===== src/rtl/mem_access_ctrl.sv =====
// Load/store initiator for the 18-bit x 13-bit-address processor memory.
// One request in flight; registered read data returned after READ_LAT edges.
module mem_access_ctrl #(
  parameter int MEM_DEPTH = 16,
  parameter int READ_LAT  = 1
) (
  input  logic        clk,
  input  logic        rst,
  input  logic        req_valid,
  output logic        req_ready,
  input  logic        req_we,
  input  logic [12:0] req_addr,
  input  logic [17:0] req_wdata,
  output logic        resp_valid,
  input  logic        resp_ready,
  output logic [17:0] resp_rdata,
  output logic        resp_err,
  output logic        busy,
  output logic        mem_re_en,
  output logic        mem_wr_en,
  output logic [12:0] mem_address,
  output logic [17:0] mem_wdata,
  input  logic [17:0] mem_rdata
);

  typedef enum logic [2:0] {
    IDLE,
    RD_ISSUE,
    RD_WAIT,
    WR_ISSUE,
    RESP
  } state_t;

  localparam logic [2:0]  CNT_INIT = 3'(READ_LAT - 1);
  localparam logic [13:0] DEPTH    = 14'(MEM_DEPTH);

  state_t     state;
  state_t     state_nx;
  logic [2:0] cnt;
  logic       accept;
  logic       addr_bad;
  logic       rd_done;

  assign accept   = (state == IDLE) && req_valid;
  assign addr_bad = {1'b0, req_addr} >= DEPTH;
  assign rd_done  = (state == RD_WAIT) && (cnt == 3'd0);

  // reset gates req_ready so the core never sees IDLE while held in reset
  assign req_ready  = (state == IDLE) && rst;
  assign busy       = (state != IDLE);
  assign resp_valid = (state == RESP);
  assign mem_re_en  = (state == RD_ISSUE);
  assign mem_wr_en  = (state == WR_ISSUE);

  always_comb begin
    state_nx = state;
    unique case (state)
      IDLE: begin
        if (req_valid) begin
          unique case (1'b1)
            addr_bad:            state_nx = RESP;
            !addr_bad && req_we:  state_nx = WR_ISSUE;
            !addr_bad && !req_we: state_nx = RD_ISSUE;
            default:             state_nx = IDLE;
          endcase
        end
      end
      RD_ISSUE: state_nx = RD_WAIT;
      RD_WAIT:  if (cnt == 3'd0) state_nx = RESP;
      WR_ISSUE: state_nx = RESP;
      RESP:     if (resp_ready) state_nx = IDLE;
      default:  state_nx = IDLE;
    endcase
  end

  always_ff @(posedge clk or negedge rst) begin
    if (!rst) begin
      state <= IDLE;
    end else begin
      state <= state_nx;
    end
  end

  always_ff @(posedge clk or negedge rst) begin
    if (!rst) begin
      mem_address <= '0;
      mem_wdata   <= '0;
      resp_rdata  <= '0;
      resp_err    <= 1'b0;
      cnt         <= '0;
    end else begin
      if (accept) begin
        mem_address <= req_addr;
        mem_wdata   <= req_wdata;
        if (addr_bad) resp_err <= 1'b1;
      end
      if (state == RD_ISSUE) cnt <= CNT_INIT;
      if (state == RD_WAIT && cnt != 3'd0) cnt <= cnt - 3'd1;
      if (rd_done) begin
        resp_rdata <= mem_rdata;
        resp_err   <= 1'b0;
      end
      if (state == WR_ISSUE) resp_err <= 1'b0;
    end
  end

endmodule


===== config.mk =====
export PLATFORM = sky130hd
export DESIGN_NAME = mem_access_ctrl
export DESIGN_NICKNAME = d
export VERILOG_FILES = /design/src/rtl/mem_access_ctrl.sv
export SDC_FILE = /design/constraint.sdc
export NUM_CORES = 1
export LEC_CHECK = 0
export CAP_MARGIN = 10
export CORE_ASPECT_RATIO = 2
export CORE_MARGIN = 2
export CORE_UTILIZATION = 41
export DETAILED_ROUTE_END_ITERATION = 10
export HOLD_SLACK_MARGIN = 0.12
export MAX_ROUTING_LAYER = met4
export PLACE_DENSITY = 0.9
export SLEW_MARGIN = 25
export SYNTH_ARGS = -nofsm -noshare
export SYNTH_HDL_FRONTEND = slang
export SYNTH_SLANG_ARGS = --single-unit

===== constraint.sdc =====
create_clock -name clk -period 2.2 [get_ports clk]
set_input_delay 0.44 -clock clk [delete_from_list [all_inputs] [get_ports clk]]
set_output_delay 0.44 -clock clk [all_outputs]
set_load 0.05 [all_outputs]

# ---- Yosys cells after proc, flatten, opt, wreduce, memory -nomap -nowiden
# Index checks and enable logic that the tools add are counted.
dict set report classes {
  n_addsub 1
  mul 0
  n_div 0
  n_lt_le_gt_ge 1
  n_eq_ne 7
  shifts 0
  muxes 11
  bitwise_logic 0
  reduce_logical 17
}
# op count
set op_table {}
lappend op_table {{$mux W3} 5}
lappend op_table {{$pmux W3 S5} 1}
lappend op_table {{$ge A13 B5 Y1 const B} 1}
lappend op_table {{$reduce_bool A3 Y1} 4}
lappend op_table {{$pmux W3 S3} 1}
lappend op_table {{$eq A3 B2 Y1 const B} 2}
lappend op_table {{$logic_and A1 B1 Y1} 6}
lappend op_table {{$logic_not A3 Y1} 2}
lappend op_table {{$mux W1} 4}
lappend op_table {{$ne A2 B2 Y1 const B} 2}
lappend op_table {{$eq A3 B1 Y1 const B} 1}
lappend op_table {{$eq A3 B3 Y1 const B} 1}
lappend op_table {{$reduce_and A3 Y1} 1}
lappend op_table {{$sub A3 B1 Y3 const B} 1}
lappend op_table {{$logic_not A1 Y1} 2}
lappend op_table {{$ne A2 B1 Y1 const B} 1}
lappend op_table {{$reduce_and A2 Y1} 1}
lappend op_table {{$reduce_bool A2 Y1} 1}
dict set report word_totals {
  register_bits 56
  latch_bits 0
  ramBits 0
  romBits 0
  in_bits 54
  output_inout_bits 55
  n_memories 0
}

# ---- Logic depth before layout (Yosys ltp)
dict set report depth {
  ltp_word 6
  mapped_depth 6
  depth_no_buf 6
}

# ---- Least setup slack after synthesis
# No wires, ideal clock.
dict set report synth_timing {
  path_type {register to output}
  startpoint {register state[0]}
  endpoint {output port mem_re_en}
  t_arrival_ps 1637
  t_required_ps 1760
  slack_ps 123
  path_stages_with_launch 3
  path_buffers 0
  path_cell_list {dfrtp_1 inv_1 nor3_1}
}
dict set report synth_between {
  elab_chain_len 1
}
# element line_no
set synth_rtl {}
lappend synth_rtl {{start: declaration} 37} ;# state_t state;
lappend synth_rtl {{start signal: assignment} 80} ;# state <= state_nx;
lappend synth_rtl {{$eq A3 B1 Y1} 52} ;# assign mem_re_en = (state == RD_ISSUE);
lappend synth_rtl {{end: declaration} 19} ;# output logic mem_re_en,
# No other way between the ends.

# ---- Worst setup path after layout
dict set report layout_timing {
  startpoint {register state[2]}
  endpoint {output port busy}
}
dict set report layout_between {
  elab_chain_len 1
}
# element line_no
set layout_rtl {}
lappend layout_rtl {{$reduce_bool A3 Y1} 50} ;# assign busy = (state != IDLE);
lappend layout_rtl {{end: declaration} 18} ;# output logic busy,
# No other way between the ends.

==> key figures <==
Layout
  – Fin nets: about 320
  – Ant diodes: 0
  – Commonest non-fill, non-tap cells in the layout: clkdlybuf4s50_1 (102), dfrtp_1 (56), mux2_2 (30), mux2_4 (10), mux2_1 (9)
  – Layout cell share with drive strength beyond 1: 0.2193
  – Most common cell after layout, fill and taps aside: clkdlybuf4s50_1
  – Synth-to-Final Area Change: 54.20%

Timing
  – Fmax: about 0.5 GHz
  – RSZ-0062 raised after global routing: no
  – Final period utilization: 0.9064
  – Final hold slack: 290.5 ps
  – Worst Tran Pin Value: 671.7 ps
  – Final setup viols: 0
  – Min setup slack post-route: 205.9 ps
  – Clock Skews: about 4.5 ps
  – Final Hold Vio Count: 0
  – Worst slew margin: 0.5522
  – Final min period: about 2000 ps
  – Count of pins over their slew limit: 0
  – Setup TNS: 0 ps

Critical path
  – Critical path startpoint category: flip-flop
  – Slowest cell on crit path: dfrtp_1
  – FF-to-FF End: mem_wdata[7]
  – Worst Path Class, Setup: flip-flop to output port
  – Delay-heaviest family, CP: buffers and inverters
  – R2R setup slack: roughly 490 ps
  – CP bufs+invs: 2
  – Worst path cell trace: nor3_2 -> inv_1 -> dlygate4sd2_1
  – Worst setup endpoint: busy
  – CP Max Fanout: 9
  – Worst Setup SP: state[2]
  – CP Data Required Time: approximately 1800 ps
  – Worst Path Arrival: about 1600 ps
  – R2R depth: 4
  – CP peak stage delay: ~470 ps
  – Worst r2r src: state[2]
  – Type of destination of the critical path: output port
  – WP depth: 3

Yosys
  – Synth warnings: 0
  – Sequential area share after synthesis: 0.5993
  – Synthesized area per cell: ~15 um2
  – Yosys reg bits: 56
  – Cell Area, Synth: 2338 um2
  – Syn nets: 212
  – Synth cell types: 28
  – Cells after synthesis: ~160

Global routing
  – GRT Total Usage: 0.1836
  – Global-route wire length before repair: roughly 9000 um
  – Vias in the first global route: roughly 1.9k
  – Initial antenna violation count: 0
  – Largest net degree at the start of global routing: 57
  – Gr ovfl total: 0

Outcome
  – Outcome: completed

Hold path
  – Hold Path Class: input port to async pin

Routing
  – DR vias: between 1.5k and 2k
  – DR iter-0 viols: 48
  – ANT nets after route: 0
  – Wire per inst: ~16 um
  – Vias per std cell: slightly above 5
  – Total wire length: 5218 um
  – Final routed DRC violation total: 0
  – DR pass1 iterations: 4

Floorplanning
  – I/O pins: roughly 110
  – Die Height: 110.8 um
  – CORE AREA: 5612 um2
  – Die outline area: between 6000 and 7000 um2
  – Die Width: between 50 and 60 um
  – Initial Util: 0.4167
  – FP Rows: 39

Power and ir drop
  – Max VDD drop: 0.0007652 V
  – Cell area power density: approximately 900 nW/um2
  – Static Leak: between 0.0015 and 0.002 uW

Clocking
  – Root Driver: clkbuf_16
  – Cts hold-fix bufs: 0
  – TritonCTS Buffers: 5
  – Post_cts resized: 1
  – CTS tree: done
  – Clock tree buffer depth: 2
  – Clk Latency, worst-skew pair: approximately 290 ps
  – Post CTS Setup Buffer Count: 0
  – Clk pin slew, worst setup/hold paths: roughly 70 ps
  – CTS sink cnt: 56
  – # H-tree levels: 2

Flow run
  – Max-cap violation count: 0

Placed design
  – Post-DP HPWL: between 4000 and 5000 um
  – Setup WS pre-CTS: between 200 and 250 ps
  – IO Port Bufs: roughly 110
  – Placer Congestion: ~0.79
[report_power, final]
group	switching [uW]	internal, uW	total, uW
Clock	341	449	790
Combinational	741	471	1210
Sequential	81.9	1180	1260
[layout make-up]
type	count	area (um2)
Fill cell	429	2006
Inverter	5	18.77
Timing Repair Buffer	110	1092
Tap cell	61	76.32
Clock inverter	2	10.01
Sequential cell	56	1401
Clock buffer	6	138.9
Multi-Input combinational cell	90	868.3
[worst min path at each step]
stage / from / end / slack, ps
6_report: rst / resp_rdata[3] / 290
5_1_grt: rst / resp_rdata[3] / 370
4_1_cts: rst / resp_rdata[3] / 320
3_5_place_dp: mem_wdata[16] / mem_wdata[16] / 480
3_3_place_gp: mem_wdata[15] / mem_wdata[15] / 470
2_1_floorplan: rst / cnt[0] / 140
[Yosys cell counts (all sizes together)]
library cell,number,area share
dfrtp,56,0.60
mux2,49,0.25
buf,5,0.021
inv,5,0.0080
nor2,5,0.011
o21ai,5,0.011
nand2b,4,0.012
nand3,4,0.014
nor3,4,0.011
a21oi,3,0.0064
a22o,3,0.011
and2,2,0.0053
ha,2,0.011
nor2b,2,0.0053
and3,1,0.0027
nand2,1,0.0016
nor4,1,0.0027
nor4b,1,0.0037
o2111ai,1,0.0037
o2bb2ai,1,0.0037
o32ai,1,0.0037
[metrics by stage]
step	cell area, um2	utilization	std cells	power (uW)
2_1_floorplan	2338	-	156	2020
3_3_place_gp	3458	0.6163	322	2472
3_5_place_dp	3458	0.6163	322	2504
4_1_cts	3606	0.6426	330	3304
5_1_grt	3606	0.6426	330	3404
6_report	3606	0.6426	330	3264
[flip-flops by register name, indices dropped and copies added (netlist names)]
name         flops
resp_rdata      18
cnt              3
state            3
mem_address     13
resp_err         1
mem_wdata       18
[metal layers]
| metal | GRT usage | wire [um] | vias up |
|---|---|---|---|
| met5 | - | 0 | - |
| met4 | 0.06977 | 97 | 0 |
| met3 | 0.05484 | 596 | 8 |
| li1 | - | - | 780 |
| met1 | 0.2257 | 2092 | 789 |
| met2 | 0.2818 | 2431 | 122 |
[cells by family (layout without fill, tap and decap cells)]
kind of cell,count (synthesis),in the layout,share of synthesized area
DFF,56,56,0.5992
muxes,49,49,0.2520
and+or+nand+nor,25,25,0.06902
buffers and inverters,10,123,0.02942
AOI/OAI and AO/OA,14,14,0.03959
adders and majority gates,2,2,0.01070
Note: power is estimated with default switching activity, not from simulation.
